--- config.mk ---
export PLATFORM = sky130hd
export DESIGN_NAME = rf_wport_arb_flat
export DESIGN_NICKNAME = d
export VERILOG_FILES = /design/src/rtl/rf_wport_arb_pkg.sv /design/src/rtl/rf_wport_arb_if.sv /design/src/rtl/rf_wport_arb_aux_wfifo.sv /design/src/rtl/rf_wport_arb.sv /design/src/flat_wrapper.sv
export SDC_FILE = /design/constraint.sdc
export NUM_CORES = 1
export LEC_CHECK = 0
export ABC_CLOCK_PERIOD_IN_PS = 3400
export CORE_MARGIN = 10
export CORE_UTILIZATION = 44
export DETAILED_ROUTE_END_ITERATION = 12
export PLACE_DENSITY_LB_ADDON = 0.25
export REMOVE_ABC_BUFFERS = 1
export SKIP_LAST_GASP = 1
export SYNTH_ARGS = -nofsm -noshare
export SYNTH_HDL_FRONTEND = slang
export SYNTH_SLANG_ARGS = --single-unit
--- constraint.sdc ---
create_clock -name i_clk -period 3.4 [get_ports i_clk]
set_clock_uncertainty 0.05 [all_clocks]
set_input_delay 1.02 -clock i_clk [delete_from_list [all_inputs] [get_ports i_clk]]
set_output_delay 1.02 -clock i_clk [all_outputs]
set_load 0.05 [all_outputs]
--- src/rtl/rf_wport_arb_pkg.sv ---
// rf_wport_arb_pkg: shared widths, zero-register constant and aux FIFO entry type
package rf_wport_arb_pkg;
   localparam int DATA_W = 32;
   localparam int ADDR_W = 5;
   localparam logic [ADDR_W-1:0] REG_ZERO = '0;
   typedef struct packed {
      logic              valid;
      logic              live;
      logic [ADDR_W-1:0] addr;
      logic [DATA_W-1:0] data;
   } entry_t;
endpackage

--- src/rtl/rf_wport_arb_if.sv ---
// rf_wport_arb_if: writeback, aux request, GRF write port and hazard lookup bundle
// master (requesters/hazard unit) drives wb_*, aux_valid/a/wd, q_a1/q_a2
// slave (arbiter) drives aux_ready, rf_we/a/wd, q_hit1/q_hit2, pend_cnt
interface rf_wport_arb_if #(parameter int DEPTH = 2);
   import rf_wport_arb_pkg::*;
   logic                     wb_we;
   logic [ADDR_W-1:0]        wb_a;
   logic [DATA_W-1:0]        wb_wd;
   logic                     aux_valid;
   logic [ADDR_W-1:0]        aux_a;
   logic [DATA_W-1:0]        aux_wd;
   logic                     aux_ready;
   logic                     rf_we;
   logic [ADDR_W-1:0]        rf_a;
   logic [DATA_W-1:0]        rf_wd;
   logic [ADDR_W-1:0]        q_a1;
   logic [ADDR_W-1:0]        q_a2;
   logic                     q_hit1;
   logic                     q_hit2;
   logic [$clog2(DEPTH):0]   pend_cnt;
   modport master (
      output wb_we, wb_a, wb_wd, aux_valid, aux_a, aux_wd, q_a1, q_a2,
      input  aux_ready, rf_we, rf_a, rf_wd, q_hit1, q_hit2, pend_cnt
   );
   modport slave (
      input  wb_we, wb_a, wb_wd, aux_valid, aux_a, aux_wd, q_a1, q_a2,
      output aux_ready, rf_we, rf_a, rf_wd, q_hit1, q_hit2, pend_cnt
   );
endinterface

--- src/rtl/rf_wport_arb_aux_wfifo.sv ---
// aux_wfifo: DEPTH-entry aux write buffer with kill-by-address and pending-write lookups
// i_clk/i_rst_n: clock, async active-low reset
// i_push/i_push_live/i_push_a/i_push_wd: enqueue at tail (caller guarantees not full)
// i_pop: retire head (caller guarantees head valid)
// i_kill/i_kill_a: clear live on every entry addressed i_kill_a
// i_q_a1/i_q_a2 -> o_hit1/o_hit2: live pending write to that register
// o_head: head entry, o_cnt: occupied entries including killed ones
module aux_wfifo
   import rf_wport_arb_pkg::*;
#(
   parameter int DEPTH = 2
) (
   input  logic                   i_clk,
   input  logic                   i_rst_n,
   input  logic                   i_push,
   input  logic                   i_push_live,
   input  logic [ADDR_W-1:0]      i_push_a,
   input  logic [DATA_W-1:0]      i_push_wd,
   input  logic                   i_pop,
   input  logic                   i_kill,
   input  logic [ADDR_W-1:0]      i_kill_a,
   input  logic [ADDR_W-1:0]      i_q_a1,
   input  logic [ADDR_W-1:0]      i_q_a2,
   output entry_t                 o_head,
   output logic [$clog2(DEPTH):0] o_cnt,
   output logic                   o_hit1,
   output logic                   o_hit2
);
   localparam int PTR_W = $clog2(DEPTH);
   localparam int CNT_W = PTR_W + 1;
   entry_t             r_q [DEPTH];
   logic [PTR_W-1:0]   r_rd;
   logic [PTR_W-1:0]   r_wr;
   logic [CNT_W-1:0]   r_cnt;
   always_ff @(posedge i_clk or negedge i_rst_n)
      if (!i_rst_n) begin
         for (int i = 0; i < DEPTH; i++) r_q[i] <= '0;
         r_rd  <= '0;
         r_wr  <= '0;
         r_cnt <= '0;
      end else begin
         // a push in the same edge overrides the kill; its live bit already accounts for it
         for (int i = 0; i < DEPTH; i++)
            if (i_kill && r_q[i].addr == i_kill_a) r_q[i].live <= 1'b0;
         if (i_pop) r_q[r_rd].valid <= 1'b0;
         if (i_push) r_q[r_wr] <= '{valid: 1'b1, live: i_push_live, addr: i_push_a, data: i_push_wd};
         r_rd  <= r_rd + PTR_W'(i_pop);
         r_wr  <= r_wr + PTR_W'(i_push);
         r_cnt <= r_cnt + CNT_W'(i_push) - CNT_W'(i_pop);
      end
   assign o_head = r_q[r_rd];
   assign o_cnt  = r_cnt;
   always_comb begin
      o_hit1 = 1'b0;
      o_hit2 = 1'b0;
      for (int i = 0; i < DEPTH; i++) begin
         o_hit1 = o_hit1 | (r_q[i].valid && r_q[i].live && r_q[i].addr == i_q_a1);
         o_hit2 = o_hit2 | (r_q[i].valid && r_q[i].live && r_q[i].addr == i_q_a2);
      end
      o_hit1 = o_hit1 && i_q_a1 != REG_ZERO;
      o_hit2 = o_hit2 && i_q_a2 != REG_ZERO;
   end
endmodule

--- src/rtl/rf_wport_arb.sv ---
// rf_wport_arb: GPR write-port arbiter, writeback first, buffered aux writes drain into idle cycles
// i_clk/i_rst_n: clock, async active-low reset
// io_bus (slave): wb_* writeback, aux_* request/ready, rf_* GRF write port,
//                 q_a*/q_hit* hazard lookups, pend_cnt buffered entries
module rf_wport_arb
   import rf_wport_arb_pkg::*;
#(
   parameter int DEPTH = 2
) (
   input  logic           i_clk,
   input  logic           i_rst_n,
   rf_wport_arb_if.slave  io_bus
);
   localparam int CNT_W = $clog2(DEPTH) + 1;
   entry_t             w_head;
   logic [CNT_W-1:0]   w_cnt;
   logic               w_busy;
   logic               w_pop;
   logic               w_head_wr;
   logic               w_push;
   logic               w_push_live;
   // writes to $0 never occupy the port
   assign w_busy      = io_bus.wb_we && io_bus.wb_a != REG_ZERO;
   // killed heads still consume a free slot so they cannot block the queue
   assign w_pop       = !w_busy && w_head.valid;
   assign w_head_wr   = w_pop && w_head.live;
   assign io_bus.aux_ready = w_cnt != CNT_W'(DEPTH);
   assign w_push      = io_bus.aux_valid && io_bus.aux_ready;
   // a same-cycle WB write to the same register is younger, so the aux entry is dead on arrival
   assign w_push_live = io_bus.aux_a != REG_ZERO && !(w_busy && io_bus.wb_a == io_bus.aux_a);
   assign io_bus.rf_we    = w_busy || w_head_wr;
   assign io_bus.rf_a     = w_busy ? io_bus.wb_a  : w_head_wr ? w_head.addr : REG_ZERO;
   assign io_bus.rf_wd    = w_busy ? io_bus.wb_wd : w_head_wr ? w_head.data : '0;
   assign io_bus.pend_cnt = w_cnt;
   aux_wfifo #(.DEPTH(DEPTH)) u_fifo (
      .i_clk       (i_clk),
      .i_rst_n     (i_rst_n),
      .i_push      (w_push),
      .i_push_live (w_push_live),
      .i_push_a    (io_bus.aux_a),
      .i_push_wd   (io_bus.aux_wd),
      .i_pop       (w_pop),
      .i_kill      (w_busy),
      .i_kill_a    (io_bus.wb_a),
      .i_q_a1      (io_bus.q_a1),
      .i_q_a2      (io_bus.q_a2),
      .o_head      (w_head),
      .o_cnt       (w_cnt),
      .o_hit1      (io_bus.q_hit1),
      .o_hit2      (io_bus.q_hit2)
   );
endmodule

--- src/flat_wrapper.sv ---
// flat-port wrapper written by rule: the top's interface ports become plain ports
module rf_wport_arb_flat import rf_wport_arb_pkg::*;
#(
   parameter int DEPTH = 2
)
  (i_clk, i_rst_n, io_bus_wb_we, io_bus_wb_a, io_bus_wb_wd, io_bus_aux_valid, io_bus_aux_a, io_bus_aux_wd, io_bus_q_a1, io_bus_q_a2, io_bus_aux_ready, io_bus_rf_we, io_bus_rf_a, io_bus_rf_wd, io_bus_q_hit1, io_bus_q_hit2, io_bus_pend_cnt);
  rf_wport_arb_if #(.DEPTH(DEPTH)) io_bus_i ();
  input  logic i_clk;
  input  logic i_rst_n;
  input wire logic [$bits(io_bus_i.wb_we)-1:0] io_bus_wb_we;
  input wire logic [$bits(io_bus_i.wb_a)-1:0] io_bus_wb_a;
  input wire logic [$bits(io_bus_i.wb_wd)-1:0] io_bus_wb_wd;
  input wire logic [$bits(io_bus_i.aux_valid)-1:0] io_bus_aux_valid;
  input wire logic [$bits(io_bus_i.aux_a)-1:0] io_bus_aux_a;
  input wire logic [$bits(io_bus_i.aux_wd)-1:0] io_bus_aux_wd;
  input wire logic [$bits(io_bus_i.q_a1)-1:0] io_bus_q_a1;
  input wire logic [$bits(io_bus_i.q_a2)-1:0] io_bus_q_a2;
  output wire logic [$bits(io_bus_i.aux_ready)-1:0] io_bus_aux_ready;
  output wire logic [$bits(io_bus_i.rf_we)-1:0] io_bus_rf_we;
  output wire logic [$bits(io_bus_i.rf_a)-1:0] io_bus_rf_a;
  output wire logic [$bits(io_bus_i.rf_wd)-1:0] io_bus_rf_wd;
  output wire logic [$bits(io_bus_i.q_hit1)-1:0] io_bus_q_hit1;
  output wire logic [$bits(io_bus_i.q_hit2)-1:0] io_bus_q_hit2;
  output wire logic [$bits(io_bus_i.pend_cnt)-1:0] io_bus_pend_cnt;
  assign io_bus_i.wb_we = io_bus_wb_we;
  assign io_bus_i.wb_a = io_bus_wb_a;
  assign io_bus_i.wb_wd = io_bus_wb_wd;
  assign io_bus_i.aux_valid = io_bus_aux_valid;
  assign io_bus_i.aux_a = io_bus_aux_a;
  assign io_bus_i.aux_wd = io_bus_aux_wd;
  assign io_bus_i.q_a1 = io_bus_q_a1;
  assign io_bus_i.q_a2 = io_bus_q_a2;
  assign io_bus_aux_ready = io_bus_i.aux_ready;
  assign io_bus_rf_we = io_bus_i.rf_we;
  assign io_bus_rf_a = io_bus_i.rf_a;
  assign io_bus_rf_wd = io_bus_i.rf_wd;
  assign io_bus_q_hit1 = io_bus_i.q_hit1;
  assign io_bus_q_hit2 = io_bus_i.q_hit2;
  assign io_bus_pend_cnt = io_bus_i.pend_cnt;
  rf_wport_arb #(.DEPTH(DEPTH)) u_core (.i_clk(i_clk), .i_rst_n(i_rst_n), .io_bus(io_bus_i));
endmodule
# Word-level counts from Yosys, hierarchy flattened
# Cells that the tools add are included.
[totals] register_bits=82 latchBits=0 ram_bits=0 romBits=0 in_bits=88 output_inout_bits=43 elab_cells=73 mem_count=0
[op_classes] addsub=4 n_mul=0 n_div=0 n_lt_le_gt_ge=4 eq_ne=8 shifts=0 muxes=17 n_bitwise=4 n_reduce_logical=25
[ops] operator="39-bit two-way mux" count=5
[ops] operator="78-bit bitwise mux" count=2
[ops] operator="78-bit two-way mux" count=2
[ops] operator="39-bit demux with 1-bit select" count=2
[ops] operator="32-bit two-way mux" count=2
[ops] operator="5-bit == test" count=7
[ops] operator="5-bit nonzero test" count=4
[ops] operator="1-bit logical AND" count=18
[ops] operator="5-bit two-way mux" count=2
[ops] operator="2-bit greater-or-equal comparator (second input constant)" count=2
[ops] operator="2-bit by 1-bit less-than comparator with 1-bit output (second input constant)" count=2
[ops] operator="1-bit inverter with 2-bit output" count=2
[ops] operator="1-bit adder" count=2
[ops] operator="2-bit by 1-bit adder with 2-bit output" count=1
[ops] operator="1-bit zero test" count=2
[ops] operator="1-bit two-way mux" count=2
[ops] operator="2-bit != test (second input constant)" count=1
[ops] operator="1-bit OR" count=2
[ops] operator="2-bit by 1-bit subtractor with 2-bit output" count=1
[ops] operator="1-bit logical OR" count=1

# Longest topological paths before layout
[depth] depth_word=9 ltp_mapped=8 depth_no_buf=7

# Cells and area by module
# From an unflattened synthesis, not the netlist that was laid out.
[hier_totals] cells_unflattened=618 hier_area_um2=4738.3
[modules_own_cells] mod="aux_wfifo" n_inst=1 cells_each=482 area_per_inst_um2=4033.9
[modules_own_cells] mod="rf_wport_arb" n_inst=1 cells_each=136 area_per_inst_um2=704.4

# Least setup slack after synthesis
# No wires, ideal clock.
[synth_timing] path_type="input-to-output" startpoint="input port io_bus_wb_a[4]" endpoint="output port io_bus_rf_a[1]" arrival_time_ns=3.129 required_ns=2.330 path_slack_ns=-0.799 cell_stages=5 path_buffers=1 path_cell_list="or4_1 > o21a_1 > nand2b_1 > buf_6 > o21ai_0"
[synth_between] elab_chain_cells=7
[synth_lines] element="start, declared" line="flat_wrapper.sv:11" rtl="input wire logic [$bits(io_bus_i.wb_a)-1:0] io_bus_wb_a;"
[synth_lines] element="5-bit nonzero test *" line="rf_wport_arb.sv:23" rtl="assign w_busy = io_bus.wb_we && io_bus.wb_a != REG_ZERO;"
[synth_lines] element="1-bit logical AND *" line="rf_wport_arb.sv:23"
[synth_lines] element="1-bit zero test" line="rf_wport_arb.sv:25" rtl="assign w_pop = !w_busy && w_head.valid;"
[synth_lines] element="1-bit logical AND" line="rf_wport_arb.sv:25"
[synth_lines] element="1-bit logical AND" line="rf_wport_arb.sv:26" rtl="assign w_head_wr = w_pop && w_head.live;"
[synth_lines] element="5-bit two-way mux" line="rf_wport_arb.sv:32" rtl="assign io_bus.rf_a = w_busy ? io_bus.wb_a : w_head_wr ? w_head.addr : REG_ZERO;"
[synth_lines] element="5-bit two-way mux *" line="rf_wport_arb.sv:32"
[synth_lines] element="end, declared" line="flat_wrapper.sv:20" rtl="output wire logic [$bits(io_bus_i.rf_a)-1:0] io_bus_rf_a;"
# Mark *: on every way between the ends. The rest lies on a longest branch, timed or not.

# Final worst setup path
[layout_timing] startpoint="input port io_bus_wb_a[1]" endpoint="output port io_bus_rf_wd[4]"
[layout_between] elab_chain_cells=7
[layout_lines] element="5-bit nonzero test *" line="rf_wport_arb.sv:23"
[layout_lines] element="1-bit logical AND *" line="rf_wport_arb.sv:23"
[layout_lines] element="1-bit zero test" line="rf_wport_arb.sv:25"
[layout_lines] element="1-bit logical AND" line="rf_wport_arb.sv:25"
[layout_lines] element="1-bit logical AND" line="rf_wport_arb.sv:26"
[layout_lines] element="32-bit two-way mux" line="rf_wport_arb.sv:33" rtl="assign io_bus.rf_wd = w_busy ? io_bus.wb_wd : w_head_wr ? w_head.data : '0;"
[layout_lines] element="32-bit two-way mux *" line="rf_wport_arb.sv:33"
[layout_lines] element="end, declared" line="flat_wrapper.sv:21" rtl="output wire logic [$bits(io_bus_i.rf_wd)-1:0] io_bus_rf_wd;"
# Marked as above.

==> impl_results.md <==
- Run status: complete, but fails checks
- Violated checks: negative setup slack
- Standard-cell row count: 37
- Routed wirelength normalized by instance count: 18.4 um
- Vias in the first global route: 4795
- Die boundary width: 124 um
- Post-route worst hold slack: 0.489 ns
- Quantity of hold-fixing buffers added after cts: 0
- Post-synthesis instance area: 4740 um^2
- Number of hold violations in the final report: 0
- LEAKAGE: 3.06 nW
- Maximum root-to-sink buffer count: 2
- Largest net degree at the start of global routing: 49
- Average instance area after synthesis: 8.61 um^2
- Die area: 15300 um^2
- Total power per unit cell area: 790 nW/um^2
- Path class of the lowest-slack min-delay path: flop to flop
- Portion of the post-synthesis area used by sequential elements: 43.3%
- Clock root buffer: clkbuf_8
- RSZ-0062 raised after global routing: true
- Num CTS Buffers: 9
- CP endpoint kind: output port
- Count of vias placed by the detailed router: 4413
- Cell chain of the critical path: buf_6 -> or4_1 -> o21a_1 -> nand2b_4 -> buf_12 -> buf_12 -> o21ai_2 -> buf_4 -> buf_12
- Number of nets in the layout: 767
- First-iteration detailed-routing DRC count: 252
- Number of clock sinks: 82
- Number of synthesis warnings: 0
- CTS tree: done
- Setup WS post-layout: -0.368 ns
- Cell seen most often among critical-path stages: buf_12
- DRC Markers: 0
- Detailed-routing iteration count for the pre-antenna-repair pass: 5
- GRT Residual Overflow: 0
- Count of fill cells added during filler insertion: 777
- Fraction of final layout cells sized beyond drive strength 1: 22.0%
- Core outline area: 10400 um^2
- Clock H-tree levels: 3
- Number of antenna-violating nets in the routed design: 0
- Clock-pin slew of the registers on the worst-case setup and hold paths: 0.08 ns
- Cell with the largest stage delay on the worst path: or4_1
- HPWL after DPL: 10.1 mm
- Post-Synthesis Cells: 550
- Max Freq: 265 MHz
- Routability congestion estimate: 0.947
- Clock latency at the later pin of the worst-skew pair: 0.35 ns
- Mean number of vias per cell: 5.40
- Type of element launching the critical path: input port
- Max transition margin: 60.5%
- Effective utilization at floorplan: 45.5%
- Largest fanout of any net on the critical path: 7
- Die Ht: 124 um
- CP delay by family, top: buffers and inverters
- Wire length of the first global-routing pass: 23.9 mm
- Final setup violating endpoints: 38
- Part of the cycle the worst path needs: 111%
- Total wirelength of the detailed-routed design: 15.0 mm
- Final count of pins violating max slew: 0
- Arrival time at the worst endpoint: 2.70 ns
- Antenna violations before repair: 0
- Area Overhead vs Synth: 53.9%
- Crit Path Category: input port to output port
- GR Util All Layers: 19.6%
- VDD IR-drop max: 0.480 mV
- Slowest stage delay, CP: 0.50 ns
- Area occupied by registers: 2050 um^2
- Post-layout minimum cycle time: 3.77 ns
- Quantity of I/O buffers inserted on ports: 130
- Pin slew with the least headroom to its limit: 0.592 ns
- Ant. Diodes: 0
- I/O Pins: 131
- Share of the core filled with cells: 70.0%
- Required time of the critical path: 2.33 ns
- Multi-input combinational cell area: 2550 um^2
- Count of max-cap constraint violations: 0
- Count of buffer and inverter cells on the critical path: 5
- Number of synthesized register bits: 82
- Post-synth cell types: 29
## cell usage after synthesis
master | number | area, um^2
nand2_1 | 114 | 428
dfrtp_1 | 82 | 2050
inv_1 | 77 | 289
o22ai_1 | 74 | 463
mux2i_1 | 38 | 380
clkbuf_1 | 34 | 128
o21ai_2 | 30 | 263
xor2_1 | 20 | 175
xnor2_1 | 19 | 166
o21ai_0 | 10 | 50.1
nand4_1 | 7 | 43.8
buf_1 | 5 | 18.8
nor2_1 | 5 | 18.8
buf_6 | 4 | 45.0
or4_1 | 4 | 30.0
buf_2 | 3 | 15.0
ha_1 | 3 | 37.5
nand3_1 | 3 | 15.0
nor3_1 | 3 | 15.0
a21oi_1 | 2 | 10.0
a32o_1 | 2 | 20.0
nand2b_1 | 2 | 12.5
nor4_1 | 2 | 12.5
or3_1 | 2 | 12.5
and2_1 | 1 | 6.26
nor2_2 | 1 | 6.26
nor3_2 | 1 | 10.0
o21a_1 | 1 | 7.51
or2_2 | 1 | 6.26
## cell usage in the layout (no fill, tap or decap), drive strengths merged
master	count
nand2	114
dfrtp	82
inv	79
buf	76
clkdlybuf4s50	75
o22ai	74
o21ai	40
mux2i	38
xor2	20
xnor2	19
clkbuf	15
nand4	7
nor2	6
or4	4
nor3	4
clkdlybuf4s15	4
nand3	3
ha	3
a32o	2
bufinv	2
dlygate4sd2	2
nand2b	2
nor4	2
or3	2
a21oi	2
o21a	1
and2	1
or2	1
clkinvlp	1
## tightest hold or removal path: cells and delay by family, from the launching register on
family | cells | cell delay [ns]
AOI/OAI and AO/OA | 1 | 0.07
DFF | 1 | 0.38
buffers and inverters | 1 | 0.05
## logic make-up after synthesis
family,after synthesis,synth area share (%)
flops,82,43.3
mux,38,8.03
compound gates,119,17.2
xor+xnor,39,7.21
simple gates,146,13.0
buf+inv,123,10.5
fa+ha+maj,3,0.792
## worst paths after layout
path / from / to / slack [ns] / depth (start not counted)
setup / recovery: io_bus_wb_a[1] / io_bus_rf_wd[4] / -0.37 / 9
hold / removal: u_core.u_fifo.r_q[48]$_DFFE_PN0P_ / u_core.u_fifo.r_q[48]$_DFFE_PN0P_ / 0.49 / 2
setup reg to reg: u_core.u_fifo.r_rd$_DFF_PN0_ / u_core.u_fifo.o_cnt[1]$_DFF_PN0_ / 1.20 / 7
hold reg to reg: u_core.u_fifo.r_q[48]$_DFFE_PN0P_ / u_core.u_fifo.r_q[48]$_DFFE_PN0P_ / 0.49 / 2
max in group asynchronous: i_rst_n / u_core.u_fifo.r_q[35]$_DFFE_PN0P_ / 2.10 / 2
min in group asynchronous: i_rst_n / u_core.u_fifo.r_q[12]$_DFFE_PN0P_ / 0.56 / 1
## registers in the layout, indices dropped and copies added (netlist names)
signal               cells
u_core.u_fifo.r_wr       1
u_core.u_fifo.r_rd       1
u_core.u_fifo.r_q       78
u_core.u_fifo.o_cnt      2
## where the power goes
part,switching (mW),total (mW),leakage [nW],internal [mW]
Sequential,0.394,1.85,1.09,1.46
Clock,0.360,0.780,0.105,0.420
Combinational,1.78,3.12,1.86,1.34
## per-stage QoR
stage / setup TNS [ns] / total power, mW / worst slack (ns) / std cells / instance area (um^2)
floorplan: -63.40 / 3.54 / -2.22 / 504 / 4530
global placement: -22.37 / 4.46 / -0.647 / 800 / 6660
detailed placement: -24.08 / 4.58 / -0.699 / 800 / 6660
CTS: -11.60 / 5.77 / -0.403 / 823 / 7330
global route: -12.83 / 6.11 / -0.412 / 817 / 7290
finish: -11.23 / 5.76 / -0.368 / 817 / 7290
## layer usage
layer | part of all wire [%] | up-vias | track usage, %
met5 | 0 | - | 0
met4 | 2.2 | 0 | 7.35
met3 | 7.6 | 25 | 6.11
met2 | 49 | 166 | 31.9
met1 | 41 | 2155 | 23.8
li1 | - | 2067 | -
## area by class of cell
type	instances	area share, %
clock buffers	11	1.80
repair buffers	161	27.6
flip-flops and latches	82	28.2
inverters	77	3.96
multi-input cells	345	35.0
clock inverters	5	1.17
well taps	136	2.33
## timing repair
| item | CTS | global route |
|---|---|---|
| hold endpoints to repair | 0 | 0 |
| endpoints found under the setup margin | 40 | 40 |
| gates cloned | 4 | 0 |
| buffers inserted | 6 | 0 |
| pin swaps | 40 | 20 |
| gates resized for setup | 91 | 21 |
(Power assumes the default switching activity.)
==> RTL change (same flow settings) <==
`ADDR_W`: 5 -> 4.
--- a/src/rtl/rf_wport_arb_pkg.sv
+++ b/src/rtl/rf_wport_arb_pkg.sv
@@ -1,7 +1,7 @@
 // rf_wport_arb_pkg: shared widths, zero-register constant and aux FIFO entry type
 package rf_wport_arb_pkg;
    localparam int DATA_W = 32;
-   localparam int ADDR_W = 5;
+   localparam int ADDR_W = 4;
    localparam logic [ADDR_W-1:0] REG_ZERO = '0;
    typedef struct packed {
       logic              valid;
Interface: changed (5 resized); port bits go from 131 to 126. The function was not compared with the original's and may differ.
==> RTL change against the original RTL <==
  * The flow still finishes with violations (setup timing)
  * Sequential power decreased by 2%
  * Cell count decreased by 3.2%
  * Setup slack improved by 360 ps
  * First-iteration DRC count increased by 3.6%
  * Non-clock buffer count decreased by 5
  * Maximum frequency increased by 11%
  * Area after synthesis decreased by 2.4%
  * Sequential cell count decreased by 2
  * Power decreased by 4.3%
  * Design area decreased by 2.1%
  * Global-route usage decreased by 0.15 points
  * Wire length decreased by 2.3%
  * Worst hold slack got worse by 1.8 ps
  * Largest power group unchanged
  * Highest routed layer unchanged
==> RTL change: results (changes against the original RTL) <==
status finished with violations; failing checks setup timing; relative slew slack 63.5% (+3.0 points); first-pass GRT wire length 23100 um (-3.5%); CTS clk-pin slew, worst paths 80 ps (about the same); Largest register FFs 76 (-2.6%); vias in the first global route 4435 (-7.5%); compound-cell area share of the yosys netlist 17.8% (+0.63 points); Seq/Total Area, Yosys 43.3% (about the same); non-filler cells, final 791 (-3.2%); Seq pwr share 32.8% (+0.6 points); Setup violations, final 4 (-89%); initial DRC count 261 (+3.6%); Sw Share 44.0% (about the same); number of distinct library cells after synthesis 30 (+3.4%); hold wc startpoint u_core.u_fifo.r_q[5]$_DFFE_PN0P_; crit-path max FO 8 (+1); setup TNS -18.8 ps (+11210 ps); post-CTS sizing 63 (-31%); Placer Congestion 0.874 (-7.6%); Setup WS post-layout -7.65 ps (+361 ps); Crit. Startpoint io_bus_wb_a[0]; gr usage total 19.4% (-0.15 points); dpl cells 771 (-3.6%); post-synthesis mux area share 8.01% (-0.023 points); largest net degree at the start of global routing 73 (+49%); ANT nets after route 0 (unchanged); Final #Nets 737 (-3.9%); WHS 488 ps (-1.84 ps); DP HPWL 9290 um (-8.3%); Commonest cells post-synth nand2_1 (112), dfrtp_1 (80), inv_1 (75); Hold Crit Endpoint u_core.u_fifo.r_q[5]$_DFFE_PN0P_; I/O Buffers 125 (-3.8%); crit path to io_bus_rf_a[3]; Fillers 775 (-0.26%); R2R setup slack 1380 ps (+180 ps); Synth area leaders dfrtp_1 (43%), o22ai_1 (9.7%), nand2_1 (9.1%), mux2i_1 (8.0%), inv_1 (6.1%); fraction of layout cells with a size suffix above 1 21.7% (-0.35 points); pre-CTS WS -385 ps (+314 ps); antenna cells 0 (unchanged); adder and majority cell fraction of the synthesized area 0.811% (+0.019 points); Vias/cell 5.27 (-2.4%); CP arrival 2340 ps (-360 ps); Leak 3.01 nW (-1.7%); post-CTS setup buffer count 2 (-4); post-synthesis xor/xnor area fraction 6.06% (-1.2 points); final wirelength 14700 um (-2.3%); post-place instance area 6510 sq um (-2.2%); post-synthesis cell count 530 (-3.6%); combinational share of power 54.8% (+0.5 points); H-Tree Depth 3 (unchanged)
-- RTL change: layer usage --
metal | share of wire (%) | wire length [um] | GRT usage (%) | vias to the layer above
met3 | 8.2 | 1210 | 6.43 | 13
li1 | - | - | - | 2004
met1 | 41 | 6070 | 23.6 | 2037
met4 | 1.0 | 147 | 5.96 | 0
met5 | 0 | 0 | 0 | -
met2 | 49 | 7230 | 32.2 | 117
-- RTL change: worst max-delay path, cell delays in order --
cell	delay (ps)
buf_8	100
o41ai_4	400
nand2_4	230
buf_12	220
o21ai_2	100
buf_4	120
buf_12	120
-- RTL change: final cells by class --
| type | count | area (sq um) | area share [%] |
|---|---|---|---|
| Clock buffer | 11 | 131 | 1.84 |
| Multi-Input combinational cell | 328 | 2380 | 33.3 |
| Clock inverter | 5 | 57.6 | 0.806 |
| Sequential cell | 80 | 2000 | 28.1 |
| Timing Repair Buffer | 156 | 2120 | 29.6 |
| Inverter | 75 | 282 | 3.94 |
| Tap cell | 136 | 170 | 2.38 |
